**src/rtl/mac_pkg.sv**
```systemverilog
// ============================================================================
// Module      : mac_pkg
// Description : Shared types and constants for the mac_acc accumulator slice.
// Revision    : 1.0  initial release
// ============================================================================
`default_nettype none

package mac_pkg;

  typedef enum logic [0:0] {
    ST_ACC  = 1'b0,
    ST_HOLD = 1'b1
  } state_t;

  localparam int PROD_W = 8;

  // Limits are returned 32 bits wide; callers keep the low w bits.
  function automatic logic [31:0] sat_max(input int w);
    return (32'd1 << (w - 1)) - 32'd1;
  endfunction

  function automatic logic [31:0] sat_min(input int w);
    return ~sat_max(w);
  endfunction

endpackage

`default_nettype wire

```
**src/rtl/sat_add.sv**
```systemverilog
// ============================================================================
// Module      : sat_add
// Description : Combinational signed ACC_W adder with overflow flag; clamps
//               to the signed limits when MAC_ACC_SAT_EN is defined.
// Revision    : 1.0  initial release
// ============================================================================
`default_nettype none

module sat_add
  import mac_pkg::*;
#(
  parameter int ACC_W = 10
) (
  input  logic [ACC_W-1:0] i_a,
  input  logic [ACC_W-1:0] i_b,
  output logic [ACC_W-1:0] o_sum,
  output logic             o_ovf
);

  logic [ACC_W-1:0] w_raw;

  assign w_raw = i_a + i_b;
  assign o_ovf = (i_a[ACC_W-1] == i_b[ACC_W-1]) && (w_raw[ACC_W-1] != i_a[ACC_W-1]);

`ifdef MAC_ACC_SAT_EN
  localparam logic [31:0] c_max32 = sat_max(ACC_W);
  localparam logic [31:0] c_min32 = sat_min(ACC_W);

  // On overflow both operands share a sign, so i_a's sign picks the rail.
  assign o_sum = !o_ovf        ? w_raw :
                 i_a[ACC_W-1]  ? c_min32[ACC_W-1:0] : c_max32[ACC_W-1:0];
`else
  assign o_sum = w_raw;
`endif

endmodule

`default_nettype wire

```
**src/rtl/mac_acc.sv**
```systemverilog
// ============================================================================
// Module      : mac_acc
// Description : Signed multiply-accumulate back end summing N products per
//               result. Optional saturation via macro MAC_ACC_SAT_EN.
// Revision    : 1.0  initial release
// ============================================================================
`default_nettype none

module mac_acc
  import mac_pkg::*;
#(
  parameter int ACC_W = 10,
  parameter int N     = 4,
  parameter int CNT_W = 8
) (
  input  logic              clk,
  input  logic              rst_n,
  input  logic              clr,
  input  logic              in_valid,
  output logic              in_ready,
  input  logic [PROD_W-1:0] in_p,
  output logic              out_valid,
  input  logic              out_ready,
  output logic [ACC_W-1:0]  out_acc,
  output logic              out_ovf
);

  state_t           r_state;
  state_t           w_state_nxt;
  logic [ACC_W-1:0] r_acc;
  logic [CNT_W-1:0] r_cnt;
  logic             r_ovf;
  logic [ACC_W-1:0] r_out_acc;
  logic             r_out_ovf;

  logic [ACC_W-1:0] w_ext;
  logic [ACC_W-1:0] w_sum;
  logic             w_add_ovf;
  logic             w_accept;
  logic             w_last;

  assign w_ext    = ACC_W'(signed'(in_p));
  assign w_accept = in_valid && in_ready;
  assign w_last   = (r_cnt == CNT_W'(N - 1));

  sat_add #(
    .ACC_W (ACC_W)
  ) u_sat_add (
    .i_a   (r_acc),
    .i_b   (w_ext),
    .o_sum (w_sum),
    .o_ovf (w_add_ovf)
  );

  // Handshake outputs depend on the state register only.
  always_comb begin
    w_state_nxt = r_state;
    in_ready    = 1'b0;
    out_valid   = 1'b0;
    case (r_state)
      ST_ACC: begin
        in_ready = 1'b1;
        if (in_valid && w_last) w_state_nxt = ST_HOLD;
      end
      ST_HOLD: begin
        out_valid = 1'b1;
        if (out_ready) w_state_nxt = ST_ACC;
      end
      default: w_state_nxt = ST_ACC;
    endcase
    if (clr) w_state_nxt = ST_ACC;
  end

  always_ff @(posedge clk or negedge rst_n) begin
    if (!rst_n) r_state <= ST_ACC;
    else        r_state <= w_state_nxt;
  end

  always_ff @(posedge clk or negedge rst_n) begin
    if (!rst_n) begin
      r_acc     <= '0;
      r_cnt     <= '0;
      r_ovf     <= 1'b0;
      r_out_acc <= '0;
      r_out_ovf <= 1'b0;
    end else if (clr) begin
      r_acc <= '0;
      r_cnt <= '0;
      r_ovf <= 1'b0;
    end else if (w_accept) begin
      if (w_last) begin
        r_out_acc <= w_sum;
        r_out_ovf <= r_ovf | w_add_ovf;
        r_acc     <= '0;
        r_cnt     <= '0;
        r_ovf     <= 1'b0;
      end else begin
        r_acc <= w_sum;
        r_cnt <= r_cnt + CNT_W'(1);
        r_ovf <= r_ovf | w_add_ovf;
      end
    end
  end

  assign out_acc = r_out_acc;
  assign out_ovf = r_out_ovf;

endmodule

`default_nettype wire

```
**config.mk**
```make
export PLATFORM = sky130hd
export DESIGN_NAME = mac_acc
export DESIGN_NICKNAME = d
export VERILOG_FILES = /design/src/rtl/mac_pkg.sv /design/src/rtl/sat_add.sv /design/src/rtl/mac_acc.sv
export SDC_FILE = /design/constraint.sdc
export NUM_CORES = 1
export LEC_CHECK = 0
export CAP_MARGIN = 20
export CORE_MARGIN = 2
export CORE_UTILIZATION = 49
export DETAILED_ROUTE_END_ITERATION = 7
export PLACE_DENSITY = 0.76
export RECOVER_POWER = 100
export SYNTH_ARGS = -nofsm -noshare
export SYNTH_HDL_FRONTEND = slang
export SYNTH_SLANG_ARGS = --single-unit
export TNS_END_PERCENT = 50
```
**constraint.sdc**
```tcl
create_clock -name clk -period 1.9 [get_ports clk]
set_clock_uncertainty 0.1 [all_clocks]
set_input_delay 0.38 -clock clk [delete_from_list [all_inputs] [get_ports clk]]
set_output_delay 0.38 -clock clk [all_outputs]
set_load 0.1 [all_outputs]
```
==> results <==
- The maximum number of pins on one net before global-route repair is 32.
- The worst hold path passes through 2 cells.
- The worst setup path is captured at a flip-flop.
- The count of state elements after synthesis is 31.
- The H-tree was split into 2 levels.
- The cell area after synthesis is about 0.0018 mm2.
- In this run, distinct cell masters in the synthesized netlist total 41.
- The compound-cell area share of the yosys netlist is a little over a fifth.
- When the netlist entered floorplanning its net count stood at around 220.
- For the worst setup path, the data required time is 1.97 ns.
- The clock reaches the later pin of the worst-skew pair after just under 0.3 ns.
- The library cells used most frequently in the layout, excluding fill and tap cells, are sky130_fd_sc_hd__buf_4 (39), sky130_fd_sc_hd__dfrtp_1 (31), sky130_fd_sc_hd__nand2_1 (28), sky130_fd_sc_hd__o21ai_1 (15), sky130_fd_sc_hd__clkbuf_2 (12).
- The overall routing resource usage is roughly a quarter.
- The number of pins exceeding their max-slew limit in the final report came to 0.
- The end point of the most critical hold path is out_acc[0].
- The number of global-route vias before repair is 1750.
- The die is between 60 and 70 um wide.
- For this run, design rule violations remaining after detail routing come to 0.
- The number of synthesis warnings is 0.
- The buffer levels on the longest clock path is 2.
- IR analysis of the VDD net gives a maximum drop of between 500 and 600 uV.
- Port buffering added 25 buffers.
- Headroom to the max-slew limit came out at roughly 48%.
- The checks that failed: negative setup slack.
- Summing the sequential cell areas from Yosys gives a little over two fifths of the chip area.
- Of the available clock period, the critical path in the final layout requires 109%.
- Setup repair after global routing could not meet its margin everywhere.
- The worst setup path is launched from a flip-flop.
- The worst register-to-register path begins at r_cnt[4].
- Synthesis handed over a netlist of about 200 instances.
- The final routed wirelength across all metal layers is about 5700 um.
- The worst slack on hold paths is a little under 0.4 ns.
- At the pin with the least slew margin, the transition time is ~0.78 ns.
- The number of DRC violations after detailed-routing iteration 0 is 192.
- The die footprint is between 0.004 and 0.005 mm2.
- The fmax is 481 MHz.
- The routed design could run at a clock period as short as 2.08 ns.
- The initialized floorplan defines 22 standard-cell rows.
- The clock drives 31 sinks.
- The initial antenna violation count was 0.
- Using the TritonRoute via totals, the vias-per-cell ratio works out to slightly above 6.
- The endpoint of the most critical register-to-register path is r_cnt[3].
- The final layout net count is 293.
- The critical path contains buffers and inverters numbering 0 combined.
- By instance count, the cell type seen most on the critical path is sky130_fd_sc_hd__o21ai_1.
- The path class of the tightest hold or removal check is reg -> reg.
- The ratio of total power to cell area is ~900 mW/mm2.
- Of the total synthesized cell area, the portion taken by AND, OR, NAND and NOR gates is approximately a fifth.
- 0 antenna diodes ended up in the layout.
- The number of clock buffers added by TritonCTS is 5.
- The first global-routing pass estimated 8020 um of wire.
- Summed over all cells, the static leakage comes to 0.00129 uW.
- After Yosys synthesis, full adders, half adders and majority gates account for 8.01% of the synthesized area.
- Traced cell by cell, the critical path runs through or4_4 > nor4b_4 > nand2b_4 > a31oi_1 > o21ai_1 > o21ai_1.
- Setup violations remaining at the end of the flow were counted as 20.
- The flip-flop and latch area is 776 um2.
- Grouping stages by cell kind, the critical path spends the most delay in simple AND/OR/NAND/NOR gates.
- After floorplanning, the core was sized to cover 0.00361 mm2.
- Pin placement for this block handled 26 I/O pins.
- The HPWL after detailed placement is about 3300 um.
- After synthesis, the share of cell area in mux cells is 1.17%.
- The average cell area after synthesis is about 9.2 um2.
- The worst hold path begins at out_acc[0].
- The via count of the routed design is around 1900.
- The detail route stage leaves a number of antenna-violating nets equal to 0.
- Fill cells in the final layout number 234.
- The classification of the worst setup path is reg -> reg.
- The y dimension of the die is about 65 um.
- The final worst setup slack is -0.177 ns.
- The flow ran to the end, but the final reports show violations.
- The first detailed-routing pass took 7 iterations.
- The register-to-register setup slack is -0.18 ns.
- The final-report hold violation count is 0.
- The post-route netlist has ~37% of its cells at a drive strength greater than 1.
- After global routing the overflow that remains totals 0.
- TritonCTS built the clock tree.
- Summing the areas of all xor and xnor instances in the mapped netlist gives 4.35% of the synthesized area.
- Clock-pin slew was measured on the worst setup and hold paths at ~0.060 ns.
- From synthesis to final layout, the design area changed by 47.7%.
- The number of cells on the worst reg-to-reg path is 6.
- The most common cell after layout, fill and taps aside is sky130_fd_sc_hd__buf_4.
- Data arrives at the worst endpoint at 2.15 ns.
- The tool flagged a number of max-cap violations equal to 0.
- The slowest stage of the critical path belongs to the cell sky130_fd_sc_hd__or4_4.
- In this run the worst path has a maximum fanout of 7.
- Before CTS, the worst setup slack after placement is -0.647 ns.
- The footprint of the multi-input gates is between 0.001 and 0.0015 mm2.
- In the final routed layout, each cell accounts on average for between 15 and 20 um.
- The cell sitting at the root of the clock tree is a sky130_fd_sc_hd__clkbuf_8.
- By area, the combinational part of the netlist is dominated by compound AO/OA/AOI/OAI gates.
- Once the floorplan was initialized, standard cells occupied about half of the core.
- Routability-driven placement finished with a final weighted congestion of a little under 0.9.
- For this run, the slowest stage of the critical path takes between 0.5 and 0.6 ns.
worst register-to-register path: cells and delay by family, from the launching register on:
family	cells	cell delay [ns]
simple gates	3	1.08
flops	1	0.40
compound gates	3	0.38
report_power, final:
| part | switching [uW] | leakage (uW) | total (uW) | internal (uW) |
|---|---|---|---|---|
| Clock | 260 | 0.0000515 | 590 | 330 |
| Sequential | 65.0 | 0.000420 | 810 | 745 |
| Combinational | 735 | 0.000815 | 1080 | 347 |
| Total | 1060 | 0.00129 | 2480 | 1420 |
synthesized netlist by cell type, drive strengths merged:
| cell | instances | area [um2] |
|---|---|---|
| a211o | 1 | 8.76 |
| a211oi | 1 | 7.51 |
| a21o | 6 | 45.0 |
| a21oi | 10 | 50.1 |
| a221o | 1 | 10.0 |
| a22o | 3 | 26.3 |
| a31o | 1 | 8.76 |
| a31oi | 4 | 25.0 |
| and2 | 1 | 6.26 |
| and3 | 2 | 12.5 |
| buf | 2 | 8.75 |
| clkbuf | 4 | 15.0 |
| dfrtp | 31 | 776 |
| fa | 1 | 20.0 |
| ha | 10 | 125 |
| inv | 5 | 18.8 |
| mux2 | 1 | 11.3 |
| mux2i | 1 | 10.0 |
| nand2 | 29 | 109 |
| nand2b | 2 | 12.5 |
| nand3 | 3 | 15.0 |
| nand4 | 3 | 18.8 |
| nand4b | 1 | 8.76 |
| nor2 | 12 | 52.6 |
| nor2b | 2 | 12.5 |
| nor3 | 8 | 40.0 |
| nor4 | 1 | 6.26 |
| nor4b | 3 | 38.8 |
| o2111a | 1 | 11.3 |
| o21a | 4 | 30.0 |
| o21ai | 28 | 140 |
| o311a | 1 | 10.0 |
| o31ai | 3 | 22.5 |
| or4 | 1 | 11.3 |
| or4b | 1 | 10.0 |
| xnor2 | 4 | 35.0 |
| xor2 | 5 | 43.8 |
flip-flops by register name (all words and copies together), names as in the netlist:
| register | count |
|---|---|
| r_acc | 10 |
| out_acc | 10 |
| r_cnt | 8 |
| r_ovf | 1 |
| r_state | 1 |
| out_ovf | 1 |
metrics by stage:
stage | TNS [ns] | instance area, um2 | instances | util, % | total power, uW
floorplan | -0.412 | 1850 | 197 | - | 1510
global placement | -8.61 | 2570 | 305 | 71.3 | 1970
detailed placement | -8.82 | 2570 | 305 | 71.3 | 1990
CTS | -1.19 | 2750 | 316 | 76.2 | 2610
global route | -3.55 | 2680 | 318 | 74.3 | 2590
finish | -2.04 | 2680 | 318 | 74.3 | 2480
what timing repair did:
item                                   CTS  global route
setup endpoints to repair               25            29
endpoints found under the hold margin    0             0
setup buffers                            4             2
hold buffers                             0             0
pin swaps                               27            25
gates resized for setup                 25            22
kinds of logic after synthesis:
kind of cell             after synthesis
AO/OA/AOI/OAI                         64
multiplexers                           2
AND/OR/NAND/NOR                       69
buffers and inverters                 11
adder cells (fa/ha/maj)               11
XOR/XNOR                               9
flip-flops                            31
how the worst max path moves through the flow:
stage | slack [ns] | to | start | depth (start not counted)
floorplan | -0.04 | r_ovf | r_cnt[5] | 5
global placement | -0.58 | out_acc[7] | in_p[1] | 8
detailed placement | -0.65 | r_acc[8] | in_p[0] | 10
CTS | -0.17 | out_acc[7] | r_acc[0] | 8
global route | -0.26 | out_acc[6] | r_acc[0] | 9
finish | -0.18 | r_cnt[3] | r_cnt[4] | 6
final cells by class:
class	count	share of cell area, %
clock buffers	8	3.74
inverters	5	0.748
multi-input cells	155	43.1
flip-flops and latches	31	29.0
well taps	48	2.24
repair buffers	71	21.2
per-layer routing:
metal	share of wire [%]	GRT usage, %
met5	0	0
met1	42	33.0
met4	3.4	9.04
met3	6.5	5.56
met2	48	40.7
Note: power is estimated with default switching activity, not from simulation.
==> variant 1, RTL diff (config.mk and constraints unchanged) <==
`CNT_W`: 8 -> 6.
--- a/src/rtl/mac_acc.sv
+++ b/src/rtl/mac_acc.sv
@@ -12,5 +12,5 @@
   parameter int ACC_W = 10,
   parameter int N     = 4,
-  parameter int CNT_W = 8
+  parameter int CNT_W = 6
 ) (
   input  logic              clk,
Function: no difference found for any inputs over 4 cycles, from zero or initial values and one cycle with rst_n low; that may be too few to reach the edited logic, so the function may still have changed.
==> variant 1 against the unedited design <==
  * The flow still finishes with violations (negative setup slack)
  * Total power is 3.7% lower
  * First-iteration DRC count fell by 43%
  * Area after synthesis down 9.5%
  * Sequential cell count down 2
  * Combinational power grew 15%
  * Synthesized cell count decreased by 13%
  * Maximum frequency down 2.1%
  * Wire length down 6.0%
  * Design area shrank 6.2%
  * Setup slack worse by 44 ps
  * Critical path type unchanged
==> variant 1: results (changes against the unedited design) <==
Seq/Total Area, Yosys: 44.2% (was 42.8%)
Number of global-route vias before repair: 1553 (was 1750)
Clock latency on the worst-skew pair: 320 ps (was 290 ps)
End point of the critical path: out_acc[8] (was r_cnt[3])
Max stage delay on crit path: 410 ps (was 590 ps)
TritonCTS buffer count: 5 (unchanged)
Startpoint of the most critical register-to-register path: r_acc[1] (was r_cnt[4])
Net count after synthesis: 195 (was 221)
Number of nets in the layout: 261 (was 293)
Share of post-route cells with drive strength above 1: 39.7% (was 37.0%)
Detail Placement HPWL: 3.34 mm (was 3.29 mm)
Placed cell count: 271 (was 305)
Cell family with most CP delay: compound AO/OA/AOI/OAI gates (was simple AND/OR/NAND/NOR gates)
Maximum number of pins on one net before global-route repair: 30 (was 32)
Number of port buffers: 25 (unchanged)
Commonest cells post-synth: 32 x nand2_1, 29 x dfrtp_1, 18 x o21ai_0, 11 x a21oi_1 (was 31 x dfrtp_1, 29 x nand2_1, 16 x o21ai_1, 12 x o21ai_0, 11 x nor2_1)
Wire length reported by the detailed router: 5.34 mm (was 5.68 mm)
Root buffer selected by CTS: clkbuf_4 (was clkbuf_8)
Highest ir drop seen on vdd: 0.486 mV (was 0.587 mV)
Final setup slack of the worst path: -221 ps (was -177 ps)
Critical-path maximum fanout: 2 (was 7)
Violated checks: negative setup slack (unchanged)
Mean Syn Cell Area: 9.60 um2 (was 9.20 um2)
Top post-synthesis cells by area: dfrtp_1 44%, ha_1 7.6%, nand2_1 7.3% (was dfrtp_1 43%, ha_1 6.9%, nand2_1 6.0%)
Antenna violations before repair: 0 (unchanged)
Number of fill cells: 218 (was 234)
Worst slew margin: 52.7% (was 47.9%)
Endpoint arrival time on the critical path: 2220 ps (was 2150 ps)
Outcome: finished with violations (unchanged)
Total negative slack: -1140 ps (was -2040 ps)
Final weighted congestion in routability-driven placement: 0.864 (was 0.877)
Post-route insts no fill: 283 (was 318)
First drt pass iteration count: 4 (was 7)
Wire length of the first global-routing pass: 7.33 mm (was 8.02 mm)
Tightest Hold Check Type: register to register (unchanged)
Overall routing resource usage: 26.6% (was 25.1%)
Critical-path cell with the highest stage delay: dfrtp_1 (was or4_4)
DRC marker count from the first detailed-route iteration: 109 (was 192)
Final core utilization: 76.5% (was 74.3%)
Clk pin slew, worst setup/hold paths: 90 ps (was 60 ps)
Leakage power total: 1.18 nW (was 1.29 nW)
Path depth of the worst reg2reg path: 9 (was 6)
Longest Clk Path Bufs: 2 (unchanged)
Setup Slack @ Placement: -668 ps (was -647 ps)
Distinct cell type count of the synthesized netlist: 39 (was 41)
Setup violators final: 11 (was 20)
Flop-to-flop setup slack: -220 ps (was -180 ps)
Placed cell area: 2360 um2 (was 2570 um2)
Via density per instance: 5.70 (was 6.06)
-- variant 1: layout make-up --
cell class | instances | area share (%)
Inverter | 5 | 0.896
Tap cell | 46 | 2.29
Sequential cell | 29 | 28.9
Multi-Input combinational cell | 133 | 45.5
Timing Repair Buffer | 63 | 20.3
Clock buffer | 7 | 2.19
-- variant 1: how the worst min path moves through the flow --
stage                           from    endpoint  slack [ps]  cells past startpoint
after global placement      r_acc[7]    r_acc[7]         380                      2
final                     out_acc[6]  out_acc[6]         390                      2
after detailed placement    r_acc[7]    r_acc[7]         410                      2
after floorplan                rst_n  out_acc[0]         -20                      0
after global routing      out_acc[6]  out_acc[6]         420                      2
after CTS                      rst_n     out_ovf         360                      2
-- variant 1: where the power goes --
group | total (mW) | internal, mW | switching [mW]
Sequential | 0.784 | 0.707 | 0.0772
Clock | 0.364 | 0.174 | 0.190
Combinational | 1.24 | 0.421 | 0.822
Total | 2.39 | 1.30 | 1.09
-- variant 1: worst reg2reg max path: stages (launching register included) --
cell	delay, ps
dfrtp_1	410
buf_6	130
inv_4	30
fa_2	370
nand2b_4	170
a21oi_4	150
a211oi_2	70
a21oi_1	200
xor2_1	120
mux2_4	270
-- variant 1: layer usage --
layer	track usage [%]	share of wire (%)	vias to the layer above
met5	0	0	-
met4	10.9	2.5	0
met3	4.55	4.4	14
met2	45.1	50	68
met1	34.0	43	791
li1	-	-	741
-- variant 1: cell families after synthesis --
kind of cell	Yosys count	share of synthesized area [%]
AND/OR/NAND/NOR	60	17.4
buffers and inverters	9	2.29
adder cells (fa/ha/maj)	11	8.84
flip-flops	29	44.2
multiplexers	1	0.914
XOR/XNOR	10	5.34
AO/OA/AOI/OAI	51	21.0
-- variant 1: what timing repair did --
item                       in CTS  in global routing
buffers inserted                2                  4
pin swaps                      16                 17
setup endpoints to repair      14                 17
resized for setup              23                 26
==> variant 2, RTL diff (config.mk and constraints unchanged) <==
Made on the original files. One comparison of `r_cnt` changes from == to >=.
--- a/src/rtl/mac_acc.sv
+++ b/src/rtl/mac_acc.sv
@@ -42,5 +42,5 @@
   assign w_ext    = ACC_W'(signed'(in_p));
   assign w_accept = in_valid && in_ready;
-  assign w_last   = (r_cnt == CNT_W'(N - 1));
+  assign w_last   = (r_cnt >= CNT_W'(N - 1));
 
   sat_add #(
Check against the original RTL: same outputs for any inputs over 4 cycles, from zero or initial values and one cycle with rst_n low; that may be too few to reach the edited logic, so the function may still have changed.
==> variant 2 against the unedited design <==
  * The flow still finishes with violations (negative setup slack)
  * Count of clock-buffer cells in the layout did not move
  * Sequential share of layout area increased by 3.7 points
  * Global-route usage up 3.4 points
  * Sequential cell count stayed put
  * Total power fell by 4.6%
  * Setup slack worse by 170 ps
  * Design area decreased by 11%
  * Via count shrank 15%
  * Wire length is 5.4% lower
  * Area after synthesis is 12% lower
  * Critical path depth grew 3
  * Maximum frequency down 7.4%
  * Critical path type unchanged
  * Highest routed layer unchanged
==> variant 2: results (changes against the unedited design) <==
Setup Slack @ Placement: -997 ps (was -647 ps)
Compound-cell area share of the yosys netlist: 20.1% (was 21.8%)
Mapped cell area: 1590 um2 (was 1810 um2)
Detail Placement HPWL: 3.14 mm (was 3.29 mm)
DRC marker count from the first detailed-route iteration: 114 (was 192)
Clk pin slew, worst setup/hold paths: 110 ps (was 60 ps)
Highest ir drop seen on vdd: 0.615 mV (was 0.587 mV)
Placed cell count: 257 (was 305)
Seq/Total Area, Yosys: 48.8% (was 42.8%)
Setup violators final: 13 (was 20)
Final weighted congestion in routability-driven placement: 0.864 (was 0.877)
Wire length reported by the detailed router: 5.37 mm (was 5.68 mm)
Clock latency on the worst-skew pair: 350 ps (was 290 ps)
Post-Synth Adder-Cell Area: 9.13% (was 8.01%)
Critical-path maximum fanout: 3 (was 7)
Final setup slack of the worst path: -342 ps (was -177 ps)
Net count after synthesis: 178 (was 221)
Endpoint arrival time on the critical path: 2390 ps (was 2150 ps)
Mean Syn Cell Area: 10.3 um2 (was 9.20 um2)
Top post-synthesis cells by area: dfrtp_1 49%, ha_1 7.9%, o21ai_0 5.7% (was dfrtp_1 43%, ha_1 6.9%, nand2_1 6.0%)
Leakage power total: 1.17 nW (was 1.29 nW)
First drt pass iteration count: 4 (was 7)
Root buffer selected by CTS: clkbuf_4 (was clkbuf_8)
Total negative slack: -2040 ps (about the same)
Post-synthesis share of cell area spent on xor and xnor gates: 3.31% (was 4.35%)
Overall routing resource usage: 28.5% (was 25.1%)
Wire length of the first global-routing pass: 7.45 mm (was 8.02 mm)
Number of fill cells: 196 (was 234)
Share of post-route cells with drive strength above 1: 41.7% (was 37.0%)
Avg WL per Cell: 19.7 um (was 17.9 um)
Outcome: finished with violations (unchanged)
Distinct cell type count of the synthesized netlist: 36 (was 41)
Commonest cells post-synth: 31 x dfrtp_1, 18 x o21ai_0, 17 x nand2_1, 11 x a21oi_1, 10 x ha_1 (was 31 x dfrtp_1, 29 x nand2_1, 16 x o21ai_1, 12 x o21ai_0, 11 x nor2_1)
Transition time at the pin with the least slew margin: 796 ps (was 781 ps)
Fraction of synthesized area in multiplexers: 2.83% (was 1.17%)
Violated checks: negative setup slack (unchanged)
## variant 2: layer usage
layer  vias to the layer above  GRT usage, %  part of all wire [%]
met5                         -             0                     0
met4                         0          11.8                   3.2
met3                        21          8.53                   9.5
met2                       105          48.7                    51
met1                       805          33.3                    37
li1                        704             -                     -
## variant 2: cells by family after synthesis
family / after synthesis
compound gates: 50
simple gates: 43
flops: 31
fa+ha+maj: 11
buf+inv: 9
xor+xnor: 6
mux: 4
## variant 2: through the flow
stage / hold slack, ps / area [um2] / utilization, %
floorplan: -15.6 / 1670 / -
global placement: 370 / 2370 / 76.9
detailed placement: 373 / 2370 / 76.9
CTS: 344 / 2570 / 83.4
global route: 417 / 2390 / 77.7
finish: 397 / 2390 / 77.7
## variant 2: report_power, final
group	internal, mW	switching (mW)	leakage [nW]
combinational	0.380	0.733	0.711
sequential	0.741	0.0605	0.417
clock	0.218	0.238	0.0386
## variant 2: final cells by class
class,count,share of cell area (%)
Multi-Input combinational cell,114,39.8
Sequential cell,31,32.6
Timing Repair Buffer,69,21.4
Clock buffer,8,2.88
Inverter,6,0.994
Tap cell,44,2.30
## variant 2: path summary, 6_finish.rpt
path	slack [ps]	start	cells after the start	end
max	-340	r_acc[0]	9	r_acc[8]
max in group asynchronous	570	rst_n	2	r_state
min	400	out_acc[7]	2	out_acc[7]
max reg2reg	-340	r_acc[0]	9	r_acc[8]
min reg2reg	400	out_acc[7]	2	out_acc[7]
min in group asynchronous	530	rst_n	2	out_acc[8]
## variant 2: critical path, cell delays in order (launching register included)
cell	delay, ps
dfrtp_1	410
ha_4	150
inv_2	40
fa_2	330
nor2b_1	120
o21a_1	170
o21ai_2	100
a2111oi_4	360
o21ai_1	140
a32o_1	250
## variant 2: timing repair
item / 4_1_cts / 5_1_grt
setup endpoints to repair: 15 / 15
gates resized for setup: 26 / 12
pin swaps: 19 / 11
buffers inserted: 5 / 2
